File: src/rtl/serial_subtractor.sv
// serial_subtractor: multi-cycle a - b - c, STEP bits per clock,
// borrow rippled through a register between slices.
module serial_subtractor #(
  parameter int WIDTH = 16,
  parameter int STEP  = 4
) (
  input  logic             clk_i,
  input  logic             rst_ni,
  input  logic             start_i,
  input  logic [WIDTH-1:0] a_i,
  input  logic [WIDTH-1:0] b_i,
  input  logic             c_i,
  input  logic             signed_i,
  input  logic             ack_i,
  output logic             ready_o,
  output logic             busy_o,
  output logic             valid_o,
  output logic [WIDTH-1:0] diff_o,
  output logic             borrow_o,
  output logic             ovf_o,
  output logic             zero_o
);
  localparam int NSTEP = WIDTH / STEP;
  localparam int CW = (NSTEP > 1) ? $clog2(NSTEP) : 1;
  localparam logic [CW-1:0] LAST = CW'(NSTEP - 1);

  typedef enum logic [2:0] {
    IDLE = 3'b001,
    RUN  = 3'b010,
    DONE = 3'b100
  } state_e;

  state_e           state_q, state_d;
  logic [WIDTH-1:0] a_q, a_d;
  logic [WIDTH-1:0] b_q, b_d;
  logic [WIDTH-1:0] diff_q, diff_d;
  logic [CW-1:0]    cnt_q, cnt_d;
  logic             br_q, br_d;
  logic             sgn_q, sgn_d;
  logic             borrow_q, borrow_d;
  logic             ovf_q, ovf_d;
  logic             zero_q, zero_d;

  logic [STEP-1:0]  a_s, b_s, d_s;
  logic             bo_s;

  // operands shift down so the active slice is always at bit 0
  assign a_s = a_q[STEP-1:0];
  assign b_s = b_q[STEP-1:0];
  assign {bo_s, d_s} = {1'b0, a_s} - {1'b0, b_s}
                     - {{STEP{1'b0}}, br_q};

  always_comb begin
    state_d  = state_q;
    a_d      = a_q;
    b_d      = b_q;
    diff_d   = diff_q;
    cnt_d    = cnt_q;
    br_d     = br_q;
    sgn_d    = sgn_q;
    borrow_d = borrow_q;
    ovf_d    = ovf_q;
    zero_d   = zero_q;
    unique case (state_q)
      IDLE: begin
        if (start_i) begin
          state_d = RUN;
          a_d     = a_i;
          b_d     = b_i;
          br_d    = c_i;
          sgn_d   = signed_i;
          cnt_d   = '0;
        end
      end
      RUN: begin
        for (int k = 0; k < NSTEP; k++) begin
          if (cnt_q == CW'(k)) diff_d[k*STEP +: STEP] = d_s;
        end
        a_d   = a_q >> STEP;
        b_d   = b_q >> STEP;
        br_d  = bo_s;
        cnt_d = cnt_q + CW'(1);
        if (cnt_q == LAST) begin
          state_d  = DONE;
          borrow_d = bo_s;
          ovf_d    = sgn_q & (a_s[STEP-1] ^ b_s[STEP-1])
                   & (d_s[STEP-1] ^ a_s[STEP-1]);
          zero_d   = (diff_d == '0);
        end
      end
      DONE: begin
        if (ack_i) state_d = IDLE;
      end
      default: state_d = IDLE;
    endcase
  end

  always_ff @(posedge clk_i) begin
    if (!rst_ni) begin
      state_q  <= IDLE;
      a_q      <= '0;
      b_q      <= '0;
      diff_q   <= '0;
      cnt_q    <= '0;
      br_q     <= 1'b0;
      sgn_q    <= 1'b0;
      borrow_q <= 1'b0;
      ovf_q    <= 1'b0;
      zero_q   <= 1'b0;
    end else begin
      state_q  <= state_d;
      a_q      <= a_d;
      b_q      <= b_d;
      diff_q   <= diff_d;
      cnt_q    <= cnt_d;
      br_q     <= br_d;
      sgn_q    <= sgn_d;
      borrow_q <= borrow_d;
      ovf_q    <= ovf_d;
      zero_q   <= zero_d;
    end
  end

  assign ready_o  = state_q[0];
  assign busy_o   = state_q[1];
  assign valid_o  = state_q[2];
  assign diff_o   = diff_q;
  assign borrow_o = borrow_q;
  assign ovf_o    = ovf_q;
  assign zero_o   = zero_q;

endmodule

File: config.mk
export PLATFORM = sky130hd
export DESIGN_NAME = serial_subtractor
export DESIGN_NICKNAME = d
export VERILOG_FILES = /design/src/rtl/serial_subtractor.sv
export SDC_FILE = /design/constraint.sdc
export NUM_CORES = 1
export LEC_CHECK = 0
export CAP_MARGIN = 20
export CORE_MARGIN = 8
export CORE_UTILIZATION = 45
export DETAILED_ROUTE_END_ITERATION = 10
export PLACE_DENSITY = 0.86
export SLEW_MARGIN = 25
export SYNTH_ARGS = -nofsm -noshare
export SYNTH_HDL_FRONTEND = slang
export SYNTH_SLANG_ARGS = --single-unit
File: constraint.sdc
create_clock -name clk_i -period 1.9 [get_ports clk_i]
set_input_delay 0.38 -clock clk_i [delete_from_list [all_inputs] [get_ports clk_i]]
set_output_delay 0.38 -clock clk_i [all_outputs]
set_load 0.03 [all_outputs]
**Yosys cells after proc, flatten, opt, wreduce, memory -nomap -nowiden**

Index checks and enable logic that the tools add are counted.

- Flip-flop bits (word level): 58
- Latch bits: 0
- Bits in writable memories: 0
- Memory bits (read-only): 0
- Output and inout bits: 22
- Logic and storage cells: 53
- Memories: 0

- Add/subtract/negate cells: 3
- Multipliers: 0
- Divide/modulo/power cells: 0
- Order comparisons: 0
- Equal/unequal tests: 9
- Shifts and indexed selects: 0
- Multiplexer cells: 20
- Bitwise gates (word level): 4
- Reductions and logical operators: 7

Operators by type and width:

| cell | number |
|---|---|
| 16-bit case mux with 2 select lines | 2 |
| 16-bit two-way mux | 2 |
| 4-bit two-way mux | 8 |
| 16-bit logical NOT | 1 |
| 3-bit two-way mux | 3 |
| 3-bit case mux with 3 select lines | 1 |
| 2-bit != test (second input constant) | 3 |
| 2-bit AND reduction | 3 |
| 4-bit by 4-bit subtractor with 5-bit output | 1 |
| 5-bit by 1-bit subtractor with 5-bit output | 1 |
| 2-bit == test (second input constant) | 2 |
| 2-bit case mux with 2 select lines | 1 |
| 3-bit by 1-bit == test with 1-bit output (second input constant) | 1 |
| 3-bit by 2-bit == test with 1-bit output (second input constant) | 1 |
| 3-bit == test (second input constant) | 1 |
| 3-bit AND reduction | 1 |
| 2-bit by 1-bit adder with 2-bit output (second input constant) | 1 |
| 1-bit bitwise AND | 2 |
| 2-bit by 1-bit == test with 1-bit output (second input constant) | 1 |
| 2-bit logical NOT | 1 |
| 2-bit two-way mux | 1 |
| 1-bit case mux with 2 select lines | 1 |
| 2-bit nonzero test | 1 |
| 1-bit bitwise XOR | 2 |
| 1-bit two-way mux | 1 |

**Longest topological paths before layout**

Gate-level depths: netlist of the first run.

- Word-level depth: 5
- Gate-level depth with buffers: 9
- Gate-level depth less buffers: 9

**Least setup slack after synthesis of the first run**

Ideal clock, no wire load.

- Path type: reg-to-reg
- Start: register a_q[0]
- End: register ovf_q, in the netlist ovf_o
- Library setup time: 122 ps
- Arrival time: 1850 ps
- Path slack: -72 ps
- Stages on the path, launching flop included: 9
- Period minus slack after synthesis: 1972 ps
- Path through: dfxtp_1 -> fa_1 -> inv_1 -> ha_1 -> o21ai_0 -> nand3b_1 -> xor2_1 -> xnor2_1 -> o22ai_1

- Longest elaborated chain between the ends: 4

Ends and longest elaborated chain:

| item | line | RTL |
|---|---|---|
| start: declaration | 34 | `logic [WIDTH-1:0] a_q, a_d;` |
| start signal: assignment | 101 | `a_q <= '0;` |
| start signal: assignment | 112 | `a_q <= a_d;` |
| 4-bit by 4-bit subtractor with 5-bit output | 50 | `assign {bo_s, d_s} = {1'b0, a_s} - {1'b0, b_s}` |
| 5-bit by 1-bit subtractor with 5-bit output | 51 | `- {{STEP{1'b0}}, br_q};` |
| 1-bit bitwise XOR | 87 | `& (d_s[STEP-1] ^ a_s[STEP-1]);` |
| 1-bit bitwise AND | 87 |  |
| end signal: assignment | 119 | `ovf_q <= ovf_d;` |
| end: declaration | 41 | `logic ovf_q, ovf_d;` |

No other way between the ends.
A chain may end at the register's enable or synchronous reset.

**Worst setup path in the final report of the first run**

- Start: register br_q
- End: register ovf_q, in the netlist ovf_o

- Longest elaborated chain between the ends: 3

Ends and longest elaborated chain:

| item | line | RTL |
|---|---|---|
| start: declaration | 38 | `logic br_q, br_d;` |
| start signal: assignment | 116 | `br_q <= br_d;` |
| 5-bit by 1-bit subtractor with 5-bit output | 51 |  |
| 1-bit bitwise XOR | 87 |  |
| 1-bit bitwise AND | 87 |  |

No other way between the ends.

==> flow_summary.yaml, run 1 <==
routing:
  drtPass1Iterations: 5
  vias_per_cell: 5.51
  wl_per_cell_um: 15.3
  drcViolationCount: 0
  drt_iter0_drc: 135
  final_antenna_net_count: 0
  route.vias.total: 2404
  wl_um: 6660
synthesis:
  syn_avg_cell_area_um2: 9.02
  ys_types: 41
  muxShareOfSynthArea_pct: 1.12
  synth-compound-area-share_pct: 21.5
  yosysSeqAreaShare_pct: 43.4
  synth.largest_area_cell: "dfxtp_1"
  syn_inst: 297
  synthArstFlopShare_pct: 0
  ys_seq_elements: 58
  synth.most_common_cell: "dfxtp_1"
  synth_top_family_by_area: "compound AO/OA/AOI/OAI gates"
  synthAdderAreaFrac_pct: 6.17
  synth_edf_count: 0
  syn_area_mm2: 0.00268
  netlist.area_leader.share_pct: 43.4
  synth_simple_gate_area_share_pct: 18.9
  synth_area_leaders: "dfxtp_1 43%, nor2_1 7.1%, a21oi_1 5.8%"
  synth_xor_area_share_pct: 1.64
  synth_common_cells: "58 x dfxtp_1, 51 x nor2_1, 31 x a21oi_1, 31 x nand2_1, 14 x o221ai_1"
  syn-num-nets: 347
  ys.flop_type: "dfxtp_1"
  synth_warnings: 0
pwr:
  p_switching_mw: 1.01
  p_int_mw: 2.58
  power_leakage_nw: 1.32
  clkPwrFrac_pct: 39.7
  pwr-share-comb_pct: 22.1
  power_mw: 3.59
  vdd_drop_max_v: 0.000540
  switching_share_pct: 28.2
  p_seq_share_pct: 38.2
  power_density_mw_per_mm2: 985
timing:
  tightest_slew_ns: 0.472
  layout_setup_ws_ns: -0.132
  hold_viol: 0
  setup_viol: 9
  clock_skew_ns: 0.00860
  period_needed_ns: 2.03
  slew_headroom_pct: 68.5
  slew_viol_final: 0
  fmax_mhz: 492
  fin_crit_sh_pct: 107
  rsz0062_at_grt: "yes"
  hold_ws_ns: 0.459
placed_design:
  placed_cell_area_mm2: 0.00331
  dp_hpwl_um: 4570
  port_buffers: 59
  dp_cells: 419
  place_congestion: 0.832
die:
  fp.coreArea_mm2: 0.00585
  std_cell_rows: 28
  fp.dieArea_mm2: 0.00867
  fp.dieW_um: 93.1
  ioPinCount: 60
  start_util_pct: 45.8
  die_h_um: 93.1
worst_setup_path:
  r2r_start: "br_q$_SDFFE_PN0P_"
  cp-start-kind: "flop"
  reg2reg_to: "ovf_o$_SDFFE_PN0P_"
  required_ns: 2.11
  worstPathMaxFanout: 6
  reg2reg_slack_ns: -0.13
  path_class: "reg2reg"
  ff2ff_path_depth: 9
  worstPathArrival_ns: 2.24
  critPathCaptureType: "flop"
global_route:
  overflow: 0
  grt_pass1_vias: 2335
  grt_pass1_wl_um: 10900
  antenna_found_initial: 0
  grt_start_max_net_pins: 36
  track_usage_pct: 15.7
clock_tree:
  cts_buffers: 9
  clk_latency_ns: 0.34
  cts_max_level: 3
  cts-root-buf: "clkbuf_8"
  clock_path_buffers: 2
  hold_buffers: 0
  cts.reportedPaths.clkPinSlew_ns: 0.07
  clock-sinks: 58
  cts_tree: "done"
finish:
  layout.nets: 406
  final_util_pct: 62.3
  drive_above_1_share_pct: 16.9
  stdcell_count: 436
  area_growth_pct: 36.0
  n_fill_cell: 496
  diodes: 0
  finalInstanceArea_mm2: 0.00364
min_path:
  min_from: "sgn_q$_SDFFE_PN0P_"
  worstHoldEndpoint: "sgn_q$_SDFFE_PN0P_"
  worst_hold_path_type: "reg2reg"
  holdPathStages: 2
flow_run:
  drv_cap: 0
outcome:
  status: "complete, but fails checks"
  violations: "setup timing"
## critical path, cell delays in order, from the launching register on
cell	delay, ns
dfxtp_2	0.33
inv_2	0.04
fa_2	0.55
inv_2	0.05
ha_4	0.15
o21ai_2	0.10
nand3b_1	0.17
xor2_4	0.28
xnor2_2	0.14
o22ai_1	0.08
## timing repair
action | CTS | global route
buffers inserted | 0 | 1
pin swaps | 11 | 13
gates resized for setup | 10 | 9
setup endpoints to repair | 10 | 12
## cell usage in the layout (no fill, tap or decap), drive strengths merged
cell / n
or4: 1
nand2: 32
and2: 1
and3: 1
nand3b: 2
nor4: 4
nand4: 1
a22oi: 1
a21oi: 31
or2: 2
o22ai: 2
xor2: 2
a311oi: 6
fa: 2
nor2b: 1
buf: 11
o211ai: 2
clkinvlp: 2
xnor2: 3
o221a: 1
nand2b: 2
clkinv: 1
ha: 10
clkbuf: 10
bufinv: 3
o21ai: 3
mux2i: 3
o221ai: 24
inv: 12
nand3: 10
dlymetal6s2s: 1
a211oi: 2
dfxtp: 58
nor3: 2
nor2: 52
clkdlybuf4s50: 58
o2bb2ai: 1
nor3b: 1
## per-layer routing
metal | global-route usage (%) | vias to the layer above | wire (µm)
met5 | 0 | - | 0
met4 | 7.65 | 0 | 126
met3 | 4.97 | 13 | 454
met2 | 24.7 | 85 | 3120
met1 | 19.0 | 1139 | 2960
li1 | - | 1167 | -
## power by group through the flow
stage               Clock (mW)  Combinational, mW  Sequential, mW
floorplan                    0              0.463            1.39
global placement             0              0.683            1.39
detailed placement           0              0.704            1.39
CTS                       1.44              0.732            1.37
global route              1.51              0.862            1.38
finish                    1.43              0.791            1.37
## registers in the layout, indices dropped and copies added (netlist names), 2 cells and up
name and count:
state_q 3, b_q 16, cnt_q 2, diff_o 16, a_q 16
## worst max-delay path by stage
stage / cells past startpoint / slack (ns) / to / startpoint
after detailed placement: 9 / -0.23 / ovf_o$_SDFFE_PN0P_ / br_q$_SDFFE_PN0P_
after CTS: 9 / -0.16 / ovf_o$_SDFFE_PN0P_ / br_q$_SDFFE_PN0P_
final: 9 / -0.13 / ovf_o$_SDFFE_PN0P_ / br_q$_SDFFE_PN0P_
after global placement: 8 / -0.12 / ovf_o$_SDFFE_PN0P_ / a_q[0]$_SDFFE_PN0P_
after global routing: 9 / -0.19 / ovf_o$_SDFFE_PN0P_ / br_q$_SDFFE_PN0P_
after floorplan: 8 / -0.03 / ovf_o$_SDFFE_PN0P_ / a_q[0]$_SDFFE_PN0P_
## kinds of logic (layout without fill, tap and decap cells)
group,after synthesis,after routing
flip-flops,58,58
multiplexers,3,3
XOR/XNOR,5,5
AND/OR/NAND/NOR,112,112
AO/OA/AOI/OAI,73,73
buffers and inverters,34,98
adder cells (fa/ha/maj),12,12
## cell type report
type	count	area, µm²	share of cell area, %
sequential	58	1160	31.9
tap	75	93.8	2.58
clock inverter	6	114	3.13
clock buffer	10	138	3.78
inverter	12	45.0	1.24
timing repair buffer	70	688	18.9
multi-input combinational	205	1400	38.4
## stage by stage
step | setup slack [ns] | setup TNS [ns]
detailed placement | -0.233 | -1.22
global route | -0.192 | -1.43
finish | -0.132 | -0.705
floorplan | -0.0255 | -0.0372
CTS | -0.155 | -0.717
global placement | -0.118 | -0.386
No activity file was read; power rests on OpenSTA's default activity.
==> run 2, diff against run 1 <==
==> constraint.sdc (replaced) <==
create_clock -name clk_i -period 1.9 [get_ports clk_i]
set_input_delay 0.19 -clock clk_i [delete_from_list [all_inputs] [get_ports clk_i]]
set_output_delay 0.19 -clock clk_i [all_outputs]
set_load 0.03 [all_outputs]
==> flow_summary.yaml, run 2 (synthesized netlist as in run 1, its figures left out) <==
global_route:
  grt_start_max_net_pins: 36
  overflow: 0
  antenna_found_initial: 0
  grt_pass1_wl_um: 11000
  grt_pass1_vias: 2362
  track_usage_pct: 16.0
clock_tree:
  cts_tree: "done"
  clock-sinks: 58
  cts-root-buf: "clkbuf_8"
  cts.reportedPaths.clkPinSlew_ns: 0.07
  clock_path_buffers: 2
  cts_buffers: 9
  clk_latency_ns: 0.34
  cts_max_level: 3
placed_design:
  dp_hpwl_um: 4520
  place_congestion: 0.835
  dp_cells: 419
  port_buffers: 59
  post-place-ws_ns: -0.202
die:
  fp.coreArea_mm2: 0.00585
  die_h_um: 93.1
  ioPinCount: 60
  fp.dieArea_mm2: 0.00867
  start_util_pct: 45.8
  fp.dieW_um: 93.1
  std_cell_rows: 28
timing:
  slew_headroom_pct: 65.9
  hold_ws_ns: 0.395
  period_needed_ns: 2.10
  hold_viol: 0
  tightest_slew_ns: 0.511
  fmax_mhz: 476
  setup_viol: 11
  slew_viol_final: 0
  layout_setup_ws_ns: -0.201
  clock_skew_ns: 0.00477
  rsz0062_at_grt: "yes"
  fin_crit_sh_pct: 111
finish:
  final_common_cell: "clkdlybuf4s50_1"
  area_growth_pct: 34.6
  final_cell_mix: "59 x clkdlybuf4s50_1, 56 x dfxtp_1, 51 x nor2_1"
  layout.nets: 411
  diodes: 0
  final_util_pct: 61.6
  stdcell_count: 440
  drive_above_1_share_pct: 18.1
min_path:
  worst_hold_path_type: "in2reg"
  min_from: "a_i[14]"
  holdPathStages: 3
  worstHoldEndpoint: "a_q[14]$_SDFFE_PN0P_"
routing:
  vias_per_cell: 5.38
  wl_um: 6680
  route.vias.total: 2368
  final_antenna_net_count: 0
  drcViolationCount: 0
  drtPass1Iterations: 4
  wl_per_cell_um: 15.2
  drt_iter0_drc: 118
worst_setup_path:
  worstPathMaxFanout: 5
  r2r_start: "a_q[0]$_SDFFE_PN0P_"
  cp-start-kind: "flop"
  critPathCaptureType: "flop"
  reg2reg_slack_ns: -0.20
  worstPathArrival_ns: 2.38
  path_class: "reg2reg"
  ff2ff_path_depth: 9
  reg2reg_to: "diff_o[7]$_SDFFE_PN0P_"
  required_ns: 2.17
outcome:
  violations: "setup timing"
  status: "complete, but fails checks"
pwr:
  power_leakage_nw: 1.31
  vdd_drop_max_v: 0.000509
  power_density_mw_per_mm2: 933
flow_run:
  drv_cap: 0
==> run 2: worst max-delay path, cell delays in order, from the launching register on <==
cell	delay, ns
dfxtp_1	0.33
fa_2	0.59
inv_2	0.05
ha_4	0.15
o21ai_2	0.10
nand3b_1	0.15
xor2_2	0.27
buf_4	0.16
nand3_2	0.07
a21oi_2	0.15
==> run 2: power breakdown <==
| part | switching, mW | leakage, nW | internal, mW |
|---|---|---|---|
| combinational | 0.458 | 0.734 | 0.435 |
| clock | 0.471 | 0.0962 | 0.630 |
| sequential | 0.0624 | 0.475 | 1.31 |
| total | 0.991 | 1.31 | 2.37 |
==> run 2: metal layers <==
metal,GRT usage [%],routed length [µm],up-vias
met5,0,0,-
met2,25.7,3240,77
met1,19.3,2920,1102
met4,8.05,93,0
li1,-,-,1178
met3,4.01,429,11
==> run 2: worst max-delay path by stage <==
stage	start	end	slack (ns)	depth (start not counted)
finish	a_q[0]$_SDFFE_PN0P_	diff_o[7]$_SDFFE_PN0P_	-0.20	9
global route	b_q[0]$_SDFFE_PN0P_	zero_o$_SDFFE_PN0P_	-0.28	10
CTS	br_q$_SDFFE_PN0P_	diff_o[3]$_SDFFE_PN0P_	-0.17	10
detailed placement	br_q$_SDFFE_PN0P_	ovf_o$_SDFFE_PN0P_	-0.20	9
global placement	br_q$_SDFFE_PN0P_	ovf_o$_SDFFE_PN0P_	-0.12	9
floorplan	a_q[0]$_SDFFE_PN0P_	ovf_o$_SDFFE_PN0P_	-0.03	8
==> run 2: layout make-up <==
class,count,area [µm²]
Fill cell,501,2250
Multi-Input combinational cell,205,1390
Sequential cell,58,1160
Timing Repair Buffer,75,723
Clock buffer,12,145
Tap cell,75,93.8
Inverter,12,45.0
Clock inverter,3,40.0
==> run 2: timing repair <==
item | in CTS | in global routing
gates resized for setup | 11 | 9
hold buffers | 0 | 0
pin swaps | 13 | 9
setup endpoints to repair | 8 | 14
endpoints found under the hold margin | 0 | 0
setup buffers | 4 | 2
==> run 2: per-stage QoR <==
| stage | setup TNS [ns] | instance area (µm²) | power [mW] |
|---|---|---|---|
| floorplan | -0.0372 | 2690 | 1.86 |
| global placement | -0.385 | 3310 | 2.08 |
| detailed placement | -1.01 | 3310 | 2.11 |
| CTS | -1.11 | 3560 | 3.30 |
| global route | -2.31 | 3600 | 3.52 |
| finish | -1.37 | 3600 | 3.36 |
